### src/rtl/sw_result_collector_pkg.sv
// Shared widths, record layout and FSM states for the Smith-Waterman result collector.
// Optional macro SW_COLLECT_TIMESTAMP_EN appends a 16-bit cycle stamp as the record LSB field.
package sw_result_collector_pkg;

  localparam int CALC_BIT   = 12;
  localparam int T_IDX_BIT  = 10;
  localparam int Q_IDX_BIT  = 8;
  localparam int HIT_BIT    = 8;
  localparam int FIFO_DEPTH = 4;

`ifdef SW_COLLECT_TIMESTAMP_EN
  localparam int TS_FIELD_BIT = 16;
`else
  localparam int TS_FIELD_BIT = 0;
`endif

  // Record layout, MSB first: {q_idx, max, match_idx, hit_cnt[, timestamp]}
  localparam int HIT_LSB      = TS_FIELD_BIT;
  localparam int IDX_LSB      = HIT_LSB + HIT_BIT;
  localparam int MAX_LSB      = IDX_LSB + T_IDX_BIT;
  localparam int Q_LSB        = MAX_LSB + CALC_BIT;
  localparam int REC_BIT      = Q_LSB + Q_IDX_BIT;

  typedef enum logic [1:0] {
    ST_IDLE  = 2'd0,
    ST_RUN   = 2'd1,
    ST_DRAIN = 2'd2
  } coll_state_e;

endpackage

### src/rtl/sw_result_collector_if.sv
// Record stream from the collector to the host: valid/ready with one record per beat.
interface sw_result_collector_if
  import sw_result_collector_pkg::*;
#(
  parameter int REC_W = REC_BIT
) ();

  logic             rec_valid;
  logic             rec_ready;
  logic [REC_W-1:0] rec_data;

  modport master (output rec_valid, output rec_data, input rec_ready);
  modport slave  (input rec_valid, input rec_data, output rec_ready);

endinterface

### src/rtl/sw_result_collector_fifo.sv
// sw_record_fifo: synchronous FIFO; a push into a full FIFO succeeds only alongside a pop.
module sw_record_fifo #(
  parameter int WIDTH = 8,
  parameter int DEPTH = 4
) (
  input  logic                   clk,
  input  logic                   rst,
  input  logic                   clear,
  input  logic                   push,
  input  logic                   pop,
  input  logic [WIDTH-1:0]       wdata,
  output logic [WIDTH-1:0]       rdata,
  output logic                   full,
  output logic                   empty,
  output logic [$clog2(DEPTH):0] count
);

  localparam int AW = $clog2(DEPTH);
  localparam logic [AW:0] FULL_CNT = (AW+1)'(DEPTH);

  logic [WIDTH-1:0] mem [DEPTH];
  logic [AW-1:0]    wr_ptr;
  logic [AW-1:0]    rd_ptr;
  logic             do_push;
  logic             do_pop;

  assign empty   = (count == '0);
  assign full    = (count == FULL_CNT);
  assign do_pop  = pop && !empty;
  assign do_push = push && (!full || do_pop);
  // Head forced to zero when empty so the idle output never shows stale records
  assign rdata   = empty ? '0 : mem[rd_ptr];

  always_ff @(posedge clk) begin
    if (rst || clear) begin
      wr_ptr <= '0;
      rd_ptr <= '0;
      count  <= '0;
    end else begin
      if (do_push) wr_ptr <= wr_ptr + AW'(1);
      if (do_pop)  rd_ptr <= rd_ptr + AW'(1);
      case ({do_push, do_pop})
        2'b10:   count <= count + (AW+1)'(1);
        2'b01:   count <= count - (AW+1)'(1);
        default: count <= count;
      endcase
    end
  end

  always_ff @(posedge clk) begin
    if (do_push && !(rst || clear)) mem[wr_ptr] <= wdata;
  end

endmodule

### src/rtl/sw_result_collector.sv
// Collects per-query summaries from the SW array into records and streams them to the host.
// Optional macro SW_COLLECT_TIMESTAMP_EN adds a saturating 16-bit cycle stamp to each record.
module sw_result_collector
  import sw_result_collector_pkg::*;
(
  input  logic                        clk,
  input  logic                        rst,
  input  logic                        start_i,
  input  logic                        sw_busy_i,
  input  logic signed [CALC_BIT-1:0]  threshold_i,
  input  logic signed [CALC_BIT-1:0]  result_i,
  input  logic                        valid_i,
  input  logic signed [CALC_BIT-1:0]  max_result_i,
  input  logic [T_IDX_BIT-1:0]        match_idx_i,
  input  logic                        change_q_i,
  sw_result_collector_if.master       rec_if,
  output logic                        busy_o,
  output logic                        done_o,
  output logic                        overflow_o
);

  coll_state_e                state;
  coll_state_e                state_next;
  logic signed [CALC_BIT-1:0] threshold_r;
  logic [Q_IDX_BIT-1:0]       q_idx;
  logic [HIT_BIT-1:0]         hit_cnt;
  logic [HIT_BIT-1:0]         hit_cnt_next;
  logic                       seen_busy;
  logic                       busy_q;
  logic                       overflow_q;
  logic                       run_start;
  logic                       in_run;
  logic                       hit;
  logic                       rec_push;
  logic                       rec_pop;
  logic                       rec_drop;
  logic                       fifo_full;
  logic                       fifo_empty;
  logic [$clog2(FIFO_DEPTH):0] fifo_count;
  logic [REC_BIT-1:0]         rec_word;

  assign run_start    = (state == ST_IDLE) && start_i;
  assign in_run       = (state == ST_RUN);
  assign hit          = in_run && valid_i && (result_i >= threshold_r);
  assign hit_cnt_next = (hit && !(&hit_cnt)) ? hit_cnt + HIT_BIT'(1) : hit_cnt;
  assign rec_push     = in_run && change_q_i;
  assign rec_pop      = rec_if.rec_valid && rec_if.rec_ready;
  assign rec_drop     = rec_push && fifo_full && !rec_pop;

  assign rec_if.rec_valid = !fifo_empty;
  assign busy_o           = busy_q;
  assign overflow_o       = overflow_q;

`ifdef SW_COLLECT_TIMESTAMP_EN
  logic [TS_FIELD_BIT-1:0] ts_cnt;

  always_ff @(posedge clk) begin
    if (rst || run_start)  ts_cnt <= '0;
    else if (!(&ts_cnt))   ts_cnt <= ts_cnt + TS_FIELD_BIT'(1);
  end
`endif

  always_comb begin
    rec_word = '0;
    rec_word[Q_LSB   +: Q_IDX_BIT] = q_idx;
    rec_word[MAX_LSB +: CALC_BIT]  = max_result_i;
    rec_word[IDX_LSB +: T_IDX_BIT] = match_idx_i;
    rec_word[HIT_LSB +: HIT_BIT]   = hit_cnt_next;
`ifdef SW_COLLECT_TIMESTAMP_EN
    rec_word[0 +: TS_FIELD_BIT]    = ts_cnt;
`endif
  end

  sw_record_fifo #(
    .WIDTH (REC_BIT),
    .DEPTH (FIFO_DEPTH)
  ) u_fifo (
    .clk   (clk),
    .rst   (rst),
    .clear (run_start),
    .push  (rec_push),
    .pop   (rec_pop),
    .wdata (rec_word),
    .rdata (rec_if.rec_data),
    .full  (fifo_full),
    .empty (fifo_empty),
    .count (fifo_count)
  );

  always_ff @(posedge clk) begin
    if (rst) state <= ST_IDLE;
    else     state <= state_next;
  end

  // RUN ends only on a busy fall, so a run whose array has not yet raised busy keeps waiting
  always_comb begin
    state_next = state;
    done_o     = 1'b0;
    case (state)
      ST_IDLE:  if (start_i) state_next = ST_RUN;
      ST_RUN:   if (seen_busy && !sw_busy_i) state_next = ST_DRAIN;
      ST_DRAIN: begin
        if (fifo_count == '0) begin
          done_o     = 1'b1;
          state_next = ST_IDLE;
        end
      end
      default:  state_next = ST_IDLE;
    endcase
  end

  always_ff @(posedge clk) begin
    if (rst) begin
      threshold_r <= '0;
      q_idx       <= '0;
      hit_cnt     <= '0;
      seen_busy   <= 1'b0;
      overflow_q  <= 1'b0;
      busy_q      <= 1'b0;
    end else begin
      busy_q <= (state_next != ST_IDLE);
      if (run_start) begin
        threshold_r <= threshold_i;
        q_idx       <= '0;
        hit_cnt     <= '0;
        seen_busy   <= 1'b0;
        overflow_q  <= 1'b0;
      end else if (in_run) begin
        if (sw_busy_i) seen_busy <= 1'b1;
        if (rec_push) begin
          hit_cnt <= '0;
          q_idx   <= q_idx + Q_IDX_BIT'(1);
          if (rec_drop) overflow_q <= 1'b1;
        end else begin
          hit_cnt <= hit_cnt_next;
        end
      end
    end
  end

endmodule

### src/flat_wrapper.sv
// flat-port wrapper written by rule: the top's interface ports become plain ports
module sw_result_collector_flat import sw_result_collector_pkg::*;
  (clk, rst, start_i, sw_busy_i, threshold_i, result_i, valid_i, max_result_i, match_idx_i, change_q_i, busy_o, done_o, overflow_o, rec_if_rec_valid, rec_if_rec_data, rec_if_rec_ready);
  sw_result_collector_if rec_if_i ();
  input  logic clk;
  input  logic rst;
  input  logic start_i;
  input  logic sw_busy_i;
  input  logic signed [CALC_BIT-1:0] threshold_i;
  input  logic signed [CALC_BIT-1:0] result_i;
  input  logic valid_i;
  input  logic signed [CALC_BIT-1:0] max_result_i;
  input  logic [T_IDX_BIT-1:0] match_idx_i;
  input  logic change_q_i;
  output logic busy_o;
  output logic done_o;
  output logic overflow_o;
  output wire logic [$bits(rec_if_i.rec_valid)-1:0] rec_if_rec_valid;
  output wire logic [$bits(rec_if_i.rec_data)-1:0] rec_if_rec_data;
  input wire logic [$bits(rec_if_i.rec_ready)-1:0] rec_if_rec_ready;
  assign rec_if_rec_valid = rec_if_i.rec_valid;
  assign rec_if_rec_data = rec_if_i.rec_data;
  assign rec_if_i.rec_ready = rec_if_rec_ready;
  sw_result_collector u_core (.clk(clk), .rst(rst), .start_i(start_i), .sw_busy_i(sw_busy_i), .threshold_i(threshold_i), .result_i(result_i), .valid_i(valid_i), .max_result_i(max_result_i), .match_idx_i(match_idx_i), .change_q_i(change_q_i), .rec_if(rec_if_i), .busy_o(busy_o), .done_o(done_o), .overflow_o(overflow_o));
endmodule
### config.mk
export PLATFORM = sky130hd
export DESIGN_NAME = sw_result_collector_flat
export DESIGN_NICKNAME = d
export VERILOG_FILES = /design/src/rtl/sw_result_collector_pkg.sv /design/src/rtl/sw_result_collector_if.sv /design/src/rtl/sw_result_collector_fifo.sv /design/src/rtl/sw_result_collector.sv /design/src/flat_wrapper.sv
export SDC_FILE = /design/constraint.sdc
export NUM_CORES = 1
export LEC_CHECK = 0
export CORE_MARGIN = 1
export CORE_UTILIZATION = 60
export DETAILED_ROUTE_END_ITERATION = 7
export PLACE_DENSITY = 0.94
export SLEW_MARGIN = 25
export SYNTH_ARGS = -nofsm -noshare
export SYNTH_HDL_FRONTEND = slang
export SYNTH_HIERARCHICAL = 1
export SYNTH_SLANG_ARGS = --single-unit
### constraint.sdc
create_clock -name clk -period 8.6 [get_ports clk]
set_clock_uncertainty 0.2 [all_clocks]
set_input_delay 1.72 -clock clk [delete_from_list [all_inputs] [get_ports clk]]
set_output_delay 1.72 -clock clk [all_outputs]
set_load 0.005 [all_outputs]
# After elaboration in Yosys (flattened, before gate mapping)
# Memories as Yosys holds them, arrays and structs flattened. A register that Yosys moved wholly into a read port is not among the register bits.
# Cells that the tools add are included.
# totals
elab_cells	66
ramBits	152
in_bits	53
ff_bits	40
n_memories	1
out_inout_bits	42
# memory_table
name	words	word_bits	rd	rd_clocked_by_memory_dff	write_ports	line	rtl
u_core.u_fifo.mem	4	38	1	1	1	sw_result_collector_fifo.sv:21	logic [WIDTH-1:0] mem [DEPTH];
# op_classes
reduce_logical	29
add_sub_neg	6
n_mux	14
order_cmp	1
n_eq_ne	5
# ops
op	count
38-bit two-way mux	1
8-bit by 1-bit adder with 8-bit output, second input constant	2
8-bit two-way mux	2
12-bit >= comparator	1
1-bit logical AND	12
2-bit two-way mux	5
8-bit AND reduction	1
1-bit logical NOT	6
2-bit case mux with 3 select lines	1
3-bit case mux with 2 select lines	1
2-bit by 1-bit adder with 2-bit output, second input constant	2
2-bit by 1-bit == test with 1-bit output, second input constant	2
2-bit == test, second input constant	2
1-bit two-way mux	4
2-bit AND reduction	2
2-bit nonzero test	2
3-bit by 1-bit adder with 3-bit output, second input constant	1
3-bit == test, second input constant	1
3-bit logical NOT	1
3-bit AND reduction	1
3-bit by 1-bit subtractor with 3-bit output, second input constant	1
2-bit logical NOT	1
1-bit logical OR	2
2-bit OR reduction	1

# Logic depth before layout (Yosys ltp)
# Gate-level depths: netlist of the first run.
# logic_depth
depth_word	9
ltp_mapped	11
mapped_depth_nobuf	9

# By module
# Netlist of the first run, hierarchy kept.
# by_module_without_submodules
mod	cells_each	area_each_um2	seq_area_each_um2	instances
sw_record_fifo	309	6357.3	4744.6	1
sw_result_collector	232	1865.5	660.6	1

# Worst setup path before layout of the first run
# Ideal clock, no wire load.
# synth_path
path_type	input port to flip-flop
start	in start_i
end	mem u_core/u_fifo/mem[0][0] in the netlist's numbering, enable pin
path_stages	7
setup_time_ps	399
arrival_ps	3869
setup_slack_ps	4132
cell_sequence	nand2_1 > inv_1 > buf_1 > or2_2 > clkbuf_1 > nor3_1 > and2_1
# synth_via
elab_chain_len	6
# synth_lines
item	line	rtl
from (decl)	flat_wrapper.sv:7	input logic start_i;
1-bit logical AND	sw_result_collector.sv:42	assign run_start = (state == ST_IDLE) && start_i;
named net u_core.run_start	sw_result_collector.sv:31	logic run_start;
1-bit logical OR	sw_result_collector_fifo.sv:51	if (do_push && !(rst || clear)) mem[wr_ptr] <= wdata;
1-bit logical NOT	sw_result_collector_fifo.sv:51	
1-bit logical AND	sw_result_collector_fifo.sv:51	
1-bit two-way mux	sw_result_collector_fifo.sv:51	
1-bit two-way mux (not written as such)	sw_result_collector_fifo.sv:51	
to (decl)	sw_result_collector_fifo.sv:21	
# The timed path passes the listed nets, and every way through them passes these cells.

# Worst setup path in the final report of the first run
# layout_path
start	in start_i
end	mem u_core/u_fifo/mem[2][3] in the netlist's numbering, enable pin
# layout_via
elab_chain_len	6
# layout_lines
item	line
1-bit logical AND	sw_result_collector.sv:42
1-bit logical OR	sw_result_collector_fifo.sv:51
1-bit logical NOT	sw_result_collector_fifo.sv:51
1-bit logical AND	sw_result_collector_fifo.sv:51
1-bit two-way mux	sw_result_collector_fifo.sv:51
1-bit two-way mux (not written as such)	sw_result_collector_fifo.sv:51
# Every way passes these cells.

==> impl_metrics.csv, run 1 <==
group,metric,value,unit
run_status,outcome,"complete, no violations",
drt,drc,0,
sta,max_slew_margin,29.75,%
drt,ant_nets,0,
critical_path,worstPathCellList,"clkdlybuf4s50_1, nand2_1, inv_1, or2_2, nor3_1, and2_2",
finish,area_growth,19.92,%
clocking,cts-hold-fix-buffers,0,
global_routing,grt_max_degree,41,
global_routing,globalRouteOverflowTotal,0,
floorplanning,chipWidth,119.1,um
sta,setup_viol,0,
clocking,cts_max_level,4,
drt,drt_iter0_markers,589,
place,dpl.cell_count,788,
place,io_buffers,94,
sta,period_share,56.35,%
power,power_leakage,3.201,nW
sta,hold_viol,0,
sta,period_needed,4.846,ns
drt,viasPerCell,5.996,
power,seq_power_share,52.9,%
logic_synthesis,synthFlopType,"edfxtp_1",
sta,finalSetupTns,0,ns
floorplanning,dieArea,14180,um^2
clocking,cts_root_buffer,"clkbuf_16",
drt,num_vias,4917,
logic_synthesis,seq_area_frac_synth,65.73,%
critical_path,crit_type,"input pin to flip-flop",
global_routing,antenna_found_initial,0,
critical_path,required,8.45,ns
critical_path,worst-path-buf-inv,2,
power,power_frac_clock,42.4,%
sta,worst_slew_pin_slew,1.054,ns
logic_synthesis,synth_edf_count,152,
power,switching_share,19.87,%
critical_path,end_kind,"flip-flop",
clocking,cts_setup_buffers,0,
logic_synthesis,ys_ff_latch,194,
clocking,cts_tree,"done",
power,internal-power,1.543,mW
place,dp.final_hpwl,10.18,mm
critical_path,cp-start-kind,"input pin",
global_routing,gr-usage-all-layers,25.24,%
clocking,clk_pin_slew,0.07,ns
sta,timing.fmax,0.2063,GHz
sta,final_max_slew_viol_count,0,
finish,ff_latch_area,5408,um^2
logic_synthesis,syn_area_per_cell,15.20,um^2
run,cap_violations,0,
critical_path,critPathMaxFanout,38,
place,place_congestion,0.8650,
logic_synthesis,synthesis.area,8223,um^2
floorplanning,die_h,119.1,um
floorplanning,row_count,42,
logic_synthesis,synth_top_cell_area_share,55.51,%
clocking,cts_buffers,17,
power,p_comb_share,4.7,%
critical_path,cp.arrival,4.69,ns
drt,routedWlPerCell,20.47,um
clocking,clk_latency,0.43,ns
drt,totalWireLength,16.79,mm
finish,layout-drive-gt1-share,13.82,%
critical_path,path_delay_family,"simple AND/OR/NAND/NOR gates",
logic_synthesis,synthDistinctLibCells,55,
logic_synthesis,yosysTopAreaCell,"edfxtp_1",
finish,nNetsFinal,703,
logic_synthesis,ys_top_cells_by_area,"edfxtp_1 (56%), mux4_2 (10%), dfxtp_1 (10%)",
worst_hold_path,min-delay-path-class,"flip-flop to flip-flop",
power,p_per_area,195.3,nW/um^2
floorplanning,io_pins,95,
clocking,cts_buffer_depth,2,
power,irDropWorstVdd,153.2,uV
drt,drt_pass1_iterations,5,
global_routing,grt_first_pass_wirelength,26.50,mm
critical_path,cpPeakStageDelay,0.94,ns
finish,multi_input_area,2571,um^2
sta,rsz0062_at_grt,"false",
clocking,post_cts_resized,0,
finish,fillers,717,
logic_synthesis,async_flop_share,0,%
logic_synthesis,netlist_instances,541,
clocking,clock-sinks,194,
finish,n_antenna_cell,0,
finish,stdcell_count,820,
logic_synthesis,yosysWarnings,6,
global_routing,grt_pass1_vias,4982,
critical_path,slowest_stage,"and2_2",
floorplanning,initial_core_util,61.85,%
logic_synthesis,synth.net_count,613,
floorplanning,core-area,13300,um^2
power,p_switching,0.3827,mW
[area by class of cell]
type | count | area share [%]
clock buffers | 18 | 4.352
clock inverters | 14 | 1.891
inverters | 24 | 0.9136
multi-input cells | 298 | 26.08
flip-flops and latches | 194 | 54.84
well taps | 176 | 2.233
repair buffers | 96 | 9.694
[worst reg2reg max path, delay by kind of cell (launching register included)]
kind                   cells  cell delay, ns
buffers and inverters      1            0.36
DFF                        1            0.37
and+or+nand+nor            5            2.26
[synth_stat cells, types with 2 or more instances]
master	instances
o2111ai_1	4
dfxtp_1	42
a21oi_1	23
and3_1	2
nand3_1	13
o21ai_0	5
clkbuf_1	10
o311ai_0	2
nand4_1	5
a21o_1	3
and2_1	5
a31oi_1	5
nand3b_1	2
nor2b_1	44
edfxtp_1	152
nand2b_1	5
buf_2	8
a32oi_1	2
or2_2	2
nand2_1	44
xor2_1	10
inv_1	23
mux2i_1	3
or3_1	3
o31ai_1	3
buf_6	3
nor2_1	27
buf_12	2
mux4_2	38
xnor2_1	6
nor3_1	3
ha_1	18
a21oi_2	2
[power by group through the flow]
stage	Combinational, mW	Sequential, mW	Clock [mW]
5_1_grt	0.0976	1.02	0.867
6_report	0.0898	1.02	0.817
4_1_cts	0.0895	1.02	0.827
3_3_place_gp	0.0833	1.04	0
2_1_floorplan	0.0455	1.04	0
3_5_place_dp	0.0882	1.04	0
[per-layer routing]
metal  track usage (%)  vias up  wire [um]  part of all wire (%)
met5                 0        -          0                     0
met4             7.358        0        223                   1.3
met3             5.603       26        968                   5.8
met2             42.22      233       8700                    52
met1             33.28     2455       6896                    41
li1                  -     2203          -                     -
[flip-flops by register name, summed over array words and instances (netlist names), named ones only]
signal / flops
u_core/busy_o: 1
u_core/u_fifo/rd_ptr: 2
u_core/hit_cnt: 8
u_core/state: 2
u_core/seen_busy: 1
u_core/overflow_o: 1
u_core/u_fifo/count: 3
u_core/u_fifo/mem: 152
u_core/q_idx: 8
u_core/threshold_r: 12
u_core/u_fifo/wr_ptr: 2
[per-stage QoR]
stage / utilization [%] / worst slack, ns / power, mW / hold WS, ns / area (um^2)
6_report: 74.17 / 3.754 / 1.926 / 0.2664 / 9861
3_3_place_gp: 69.53 / 3.614 / 1.122 / 0.2452 / 9244
4_1_cts: 74.16 / 3.823 / 1.936 / 0.2656 / 9859
3_5_place_dp: 69.53 / 3.422 / 1.128 / 0.2567 / 9244
5_1_grt: 74.17 / 3.587 / 1.984 / 0.2818 / 9861
2_1_floorplan: - / 4.132 / 1.084 / 0.2363 / 8223
[cells in the final DEF (no fill, tap or decap), types with 2 or more instances in the layout]
| master | instances |
|---|---|
| a31oi_1 | 5 |
| a32oi_1 | 2 |
| ha_1 | 18 |
| buf_4 | 2 |
| mux4_2 | 38 |
| o31ai_1 | 3 |
| a21oi_1 | 23 |
| clkinv_2 | 2 |
| clkinv_4 | 2 |
| clkdlybuf4s50_1 | 94 |
| and2_2 | 3 |
| edfxtp_1 | 152 |
| clkinv_1 | 3 |
| or2_2 | 2 |
| o311ai_0 | 2 |
| o2111ai_1 | 4 |
| nand3b_1 | 2 |
| nor2b_1 | 44 |
| dfxtp_1 | 40 |
| nand4_1 | 5 |
| nand2b_1 | 5 |
| xor2_1 | 10 |
| nor3_1 | 3 |
| inv_1 | 23 |
| and3_1 | 2 |
| o21ai_0 | 5 |
| a21oi_2 | 2 |
| nand2_1 | 44 |
| mux2i_1 | 3 |
| bufinv_16 | 4 |
| clkinvlp_4 | 3 |
| dfxtp_2 | 2 |
| nand3_1 | 13 |
| a21o_1 | 3 |
| clkbuf_16 | 17 |
| xnor2_1 | 6 |
| or3_1 | 3 |
| nor2_1 | 27 |
[worst paths after layout]
| path | from | end | slack, ns | cells past startpoint |
|---|---|---|---|---|
| worst max-delay path | start_i | u_core/u_fifo/mem[2][3] | 3.75 | 6 |
| worst min register to register | u_core/threshold_r[4] | u_core/threshold_r[4] | 0.27 | 2 |
| worst max register to register | u_core/state[0] | u_core/u_fifo/mem[2][3] | 5.02 | 6 |
| worst min-delay path | u_core/threshold_r[4] | u_core/threshold_r[4] | 0.27 | 2 |
[kinds of logic (layout without fill, tap and decap cells)]
logic type,Yosys count,count (layout),synth area share (%)
AO/OA/AOI/OAI,60,60,5.371
XOR/XNOR,16,16,1.704
adder cells (fa/ha/maj),19,19,2.982
buffers and inverters,49,152,3.074
flip-flops,194,194,65.73
multiplexers,41,41,10.77
AND/OR/NAND/NOR,162,162,10.36
Note: power is estimated with default switching activity, not from simulation.
==> run 2, diff against run 1 <==
--- a/config.mk
+++ b/config.mk
@@ -6,9 +6,9 @@
 export NUM_CORES = 1
 export LEC_CHECK = 0
 export CORE_MARGIN = 1
-export CORE_UTILIZATION = 60
+export CORE_UTILIZATION = 50
 export DETAILED_ROUTE_END_ITERATION = 7
-export PLACE_DENSITY = 0.94
+export PLACE_DENSITY = 0.84
 export SLEW_MARGIN = 25
 export SYNTH_ARGS = -nofsm -noshare
 export SYNTH_HDL_FRONTEND = slang
==> constraint.sdc (replaced) <==
create_clock -name clk -period 4 [get_ports clk]
set_clock_uncertainty 0.2 [all_clocks]
set_input_delay 0.8 -clock clk [delete_from_list [all_inputs] [get_ports clk]]
set_output_delay 0.8 -clock clk [all_outputs]
set_load 0.005 [all_outputs]
==> run 2 against run 1 <==
  * Sequential power is 110% higher
  * Design area rose by 1.7%
  * Hold slack worse by 0.0063 ns
  * First-iteration DRC count down 35%
  * Combinational power is 120% higher
  * Via count shrank 1.5%
  * Wire length down 4.6%
  * Critical path depth down 2
  * Sequential cell count did not move
  * Clock-buffer cell count up 2
  * Cell count increased by 6.6%
  * Core utilization down 11 points
  * Largest power group unchanged
==> impl_metrics.csv, run 2 (synthesized netlist as in run 1, its figures left out) <==
group,metric,value,unit
run_status,outcome,"complete, no violations",
place,place_congestion,0.8486,
finish,final_common_cell,"edfxtp_1",
sta,worst_slew_pin_slew,0.7221,ns
finish,nNetsFinal,717,
floorplanning,die_h,130.2,um
clocking,post_cts_resized,0,
finish,top_register,"u_core/u_fifo/mem",
sta,finalSetupTns,0,ns
finish,n_antenna_cell,0,
power,irDropWorstVdd,268.9,uV
clocking,cts_buffer_depth,2,
place,dpl.cell_count,842,
sta,timing.fmax,0.3061,GHz
sta,setup_viol,0,
critical_path,end_kind,"primary output",
critical_path,cp-start-kind,"flip-flop",
critical_path,worstPathCellList,"buf_12, mux4_2, nor2b_1, clkdlybuf4s50_1",
floorplanning,io_pins,95,
critical_path,rr_worst_depth,9,
clocking,cts_max_level,4,
global_routing,antenna_found_initial,0,
critical_path,cp.depth,4,
drt,totalWireLength,16.01,mm
place,dp.final_hpwl,10.25,mm
sta,max_slew_margin,51.86,%
run,cap_violations,0,
power,power_leakage,3.260,nW
worst_hold_path,hp-start,"u_core/threshold_r[7]",
clocking,cts_setup_buffers,0,
sta,rsz0062_at_grt,"false",
power,p_total,3.949,mW
floorplanning,initial_core_util,51.58,%
critical_path,r2r_start,"u_core/u_fifo/count[2]",
drt,wl_met2,8.153,mm
drt,viasPerCell,5.539,
clocking,clk_pin_slew,0.06,ns
global_routing,grt_max_degree,39,
global_routing,globalRouteOverflowTotal,0,
power,p_per_area,393.8,nW/um^2
clocking,cts_root_buffer,"clkbuf_16",
clocking,cts_tree,"done",
floorplanning,chipWidth,130.2,um
critical_path,path_delay_family,"buffers and inverters",
sta,period_share,81.69,%
critical_path,cpPeakStageDelay,0.58,ns
critical_path,critPathMaxFanout,38,
clocking,cts_buffers,17,
critical_path,required,3.00,ns
sta,final_max_slew_viol_count,0,
critical_path,worst-path-buf-inv,2,
drt,routedWlPerCell,18.32,um
clocking,clk_latency,0.43,ns
global_routing,grt_pass1_vias,4865,
worst_hold_path,min-delay-path-class,"flip-flop to flip-flop",
floorplanning,core-area,15940,um^2
finish,layout-drive-gt1-share,15.50,%
sta,hold_viol,0,
drt,wl_met3,1.053,mm
finish,largest_reg_flops,152,
drt,drc,0,
place,io_buffers,94,
drt,wl_met1,6.547,mm
critical_path,cp.arrival,2.27,ns
clocking,clock-sinks,194,
place,pre_cts_slack,0.5098,ns
drt,num_vias,4841,
critical_path,crit_type,"flip-flop to primary output",
global_routing,grt_first_pass_wirelength,24.94,mm
sta,period_needed,3.267,ns
finish,stdcell_count,874,
drt,ant_nets,0,
global_routing,gr-usage-all-layers,20.07,%
finish,final_cell_mix,"edfxtp_1 (152), clkdlybuf4s50_1 (94), nor2b_1 (44), nand2_1 (44), dfxtp_1 (40)",
critical_path,slowest_stage,"mux4_2",
drt,drt_pass1_iterations,5,
sta,fin_ws,0.7326,ns
clocking,cts-hold-fix-buffers,0,
finish,area_growth,21.96,%
floorplanning,dieArea,16960,um^2
worst_hold_path,holdPathStages,2,
finish,top_regs,"u_core/u_fifo/mem: 152 flops, u_core/threshold_r: 12 flops",
floorplanning,row_count,46,
drt,drt_iter0_markers,382,
drt,top_layer_used,"met4",
## run 2: worst paths after layout
kind                                                to  slack (ns)
worst max-delay path               rec_if_rec_data[27]        0.73
worst min-delay path             u_core/threshold_r[7]        0.26
worst max register to register  u_core/u_fifo/count[2]        0.75
worst min register to register   u_core/threshold_r[7]        0.26
## run 2: per-stage QoR
step           utilization, %  cell area [um^2]  hold slack (ns)
2_1_floorplan               -              8223           0.2363
3_3_place_gp            59.50              9487           0.2434
3_5_place_dp            59.50              9487           0.2530
4_1_cts                 62.90             10030           0.2625
5_1_grt                 62.90             10030           0.2891
6_report                62.90             10030           0.2601
## run 2: layout make-up
| type | count | area, um^2 |
|---|---|---|
| tap | 216 | 270.3 |
| clock inverter | 12 | 105.1 |
| inverter | 24 | 90.09 |
| clock buffer | 20 | 436.7 |
| fill | 1105 | 5914 |
| timing repair buffer | 110 | 1149 |
| sequential | 194 | 5408 |
| multi-input combinational | 298 | 2570 |
## run 2: worst min-delay path, stage by stage, from the launching register on
cell and delay [ns]:
dfxtp_1 0.31, nand2_1 0.05, a21oi_1 0.05
## run 2: where the power goes
part	switching [mW]	internal, mW
combinational	0.0998	0.100
clock	0.699	0.859
sequential	0.00991	2.18
total	0.808	3.14
## run 2: layer usage
metal	global-route usage (%)	up-vias
met3	4.879	21
met4	7.729	0
li1	-	2237
met1	24.31	2389
met5	0	-
met2	34.70	194
==> run 3, diff against run 2 <==
==> constraint.sdc (replaced) <==
create_clock -name clk -period 2.8 [get_ports clk]
set_clock_uncertainty 0.2 [all_clocks]
set_input_delay 0.56 -clock clk [delete_from_list [all_inputs] [get_ports clk]]
set_output_delay 0.56 -clock clk [all_outputs]
set_load 0.005 [all_outputs]
==> run 3 against run 2 <==
  * Cell count up 3.0%
  * Power increased by 47%
  * Sequential share of layout area fell by 1.9 points
  * Via count increased by 1.9%
  * Core utilization up 2.4 points
  * Clock-buffer cell count shrank 3
  * Critical path depth increased by 1
  * Largest power group unchanged
==> impl_metrics.csv, run 3 (synthesized netlist as in run 1, its figures left out) <==
group,metric,value,unit
run_status,outcome,"complete, no violations",
finish,nNetsFinal,743,
sta,hold_viol,0,
sta,max_slew_margin,64.07,%
clocking,cts_max_level,4,
global_routing,grt_pass1_vias,5172,
sta,fin_hold_ws,0.2581,ns
critical_path,cp.arrival,1.97,ns
place,dpl.cell_count,859,
floorplanning,row_count,46,
critical_path,end_kind,"primary output",
finish,largest_reg_flops,152,
run,cap_violations,0,
power,power_leakage,3.582,nW
floorplanning,die_h,130.2,um
sta,fin_ws,0.06562,ns
clocking,clock-sinks,194,
drt,drt_pass1_iterations,5,
drt,ant_nets,0,
finish,layout-drive-gt1-share,22.37,%
finish,fillers,1094,
critical_path,required,2.04,ns
finish,final_common_cell,"edfxtp_1",
sta,worst_slew_pin_slew,0.5390,ns
floorplanning,dieArea,16960,um^2
sta,final_max_slew_viol_count,0,
critical_path,critPathMaxFanout,5,
critical_path,timing.reg2reg.setup_slack,0.26,ns
finish,stdcell_count,900,
power,irDropWorstVdd,500.2,uV
global_routing,antenna_found_initial,0,
finish,ff_latch_area,5414,um^2
clocking,cts_buffer_depth,2,
place,pre_cts_slack,-0.3082,ns
clocking,cts-hold-fix-buffers,0,
finish,final_cell_mix,"edfxtp_1 (152), clkdlybuf4s50_1 (56), nand2_1 (44)",
critical_path,crit_type,"flip-flop to primary output",
place,place_congestion,0.8579,
clocking,cts_buffers,17,
clocking,clk_pin_slew,0.07,ns
global_routing,grt_first_pass_wirelength,26.50,mm
sta,finalSetupTns,0,ns
power,p_per_area,557.5,nW/um^2
drt,drt_iter0_markers,336,
finish,top_regs,"u_core/u_fifo/mem: 152 flops, u_core/threshold_r: 12 flops",
sta,period_needed,2.734,ns
global_routing,globalRouteOverflowTotal,0,
finish,n_antenna_cell,0,
global_routing,gr-usage-all-layers,21.25,%
drt,drc,0,
clocking,cts_tree,"done",
floorplanning,chipWidth,130.2,um
worst_hold_path,min-delay-path-class,"flip-flop to flip-flop",
clocking,cts_root_buffer,"clkbuf_16",
finish,area_growth,26.52,%
sta,timing.fmax,0.3657,GHz
drt,viasPerCell,5.480,
finish,multi_input_area,2631,um^2
finish,top_register,"u_core/u_fifo/mem",
sta,period_share,97.66,%
drt,routedWlPerCell,18.44,um
clocking,clk_latency,0.44,ns
drt,num_vias,4932,
floorplanning,core-area,15940,um^2
place,dp.final_hpwl,10.33,mm
sta,setup_viol,0,
global_routing,grt_max_degree,40,
floorplanning,io_pins,95,
drt,totalWireLength,16.60,mm
floorplanning,initial_core_util,51.58,%
critical_path,cp-start-kind,"flip-flop",
place,io_buffers,94,
## run 3: final timing paths
| check | from | to | depth (start not counted) |
|---|---|---|---|
| worst max-delay path | flip-flop | rec_if_rec_data[34] | 5 |
| worst min-delay path | u_core/threshold_r[9] | u_core/threshold_r[9] | 2 |
| worst max register to register | u_core/threshold_r[2] | u_core/u_fifo/mem[1][5] | 8 |
| worst min register to register | u_core/threshold_r[9] | u_core/threshold_r[9] | 2 |
## run 3: routing by layer
metal  global-route usage (%)  up-vias  share of wire, %
li1                         -     2303                 -
met1                    26.09     2425                41
met2                    36.26      183                51
met3                    5.371       21               6.3
met4                    8.003        0               1.2
met5                        0        -                 0
## run 3: timing repair
action | in CTS | in global routing
pin swaps | 0 | 1
endpoints found under the setup margin | 38 | 33
setup buffers | 7 | 0
resized for setup | 66 | 38
gates cloned | 3 | 0
## run 3: cell type report
type	count	share of cell area, %
Inverter	24	0.8659
Sequential cell	194	52.04
Clock inverter	15	1.515
Clock buffer	17	4.089
Timing Repair Buffer	136	13.60
Multi-Input combinational cell	298	25.29
Tap cell	216	2.598
## run 3: metrics by stage
| stage | total power, mW | utilization, % | instance area, um^2 |
|---|---|---|---|
| 2_1_floorplan | 3.328 | - | 8228 |
| 3_3_place_gp | 3.473 | 60.46 | 9639 |
| 3_5_place_dp | 3.492 | 60.46 | 9639 |
| 4_1_cts | 5.841 | 65.01 | 10360 |
| 5_1_grt | 5.985 | 65.26 | 10400 |
| 6_report | 5.800 | 65.26 | 10400 |
## run 3: critical path, stage by stage (launching register included)
cell and delay [ns]:
dfxtp_4 0.40, buf_12 0.13, buf_16 0.13, mux4_2 0.48, nor2b_1 0.13, dlygate4sd2_1 0.27
## run 3: report_power, final
part           switching, mW  total (mW)  internal [mW]
registers             0.0142        3.13           3.11
clock network           1.17        2.37           1.20
logic                  0.147       0.303          0.156
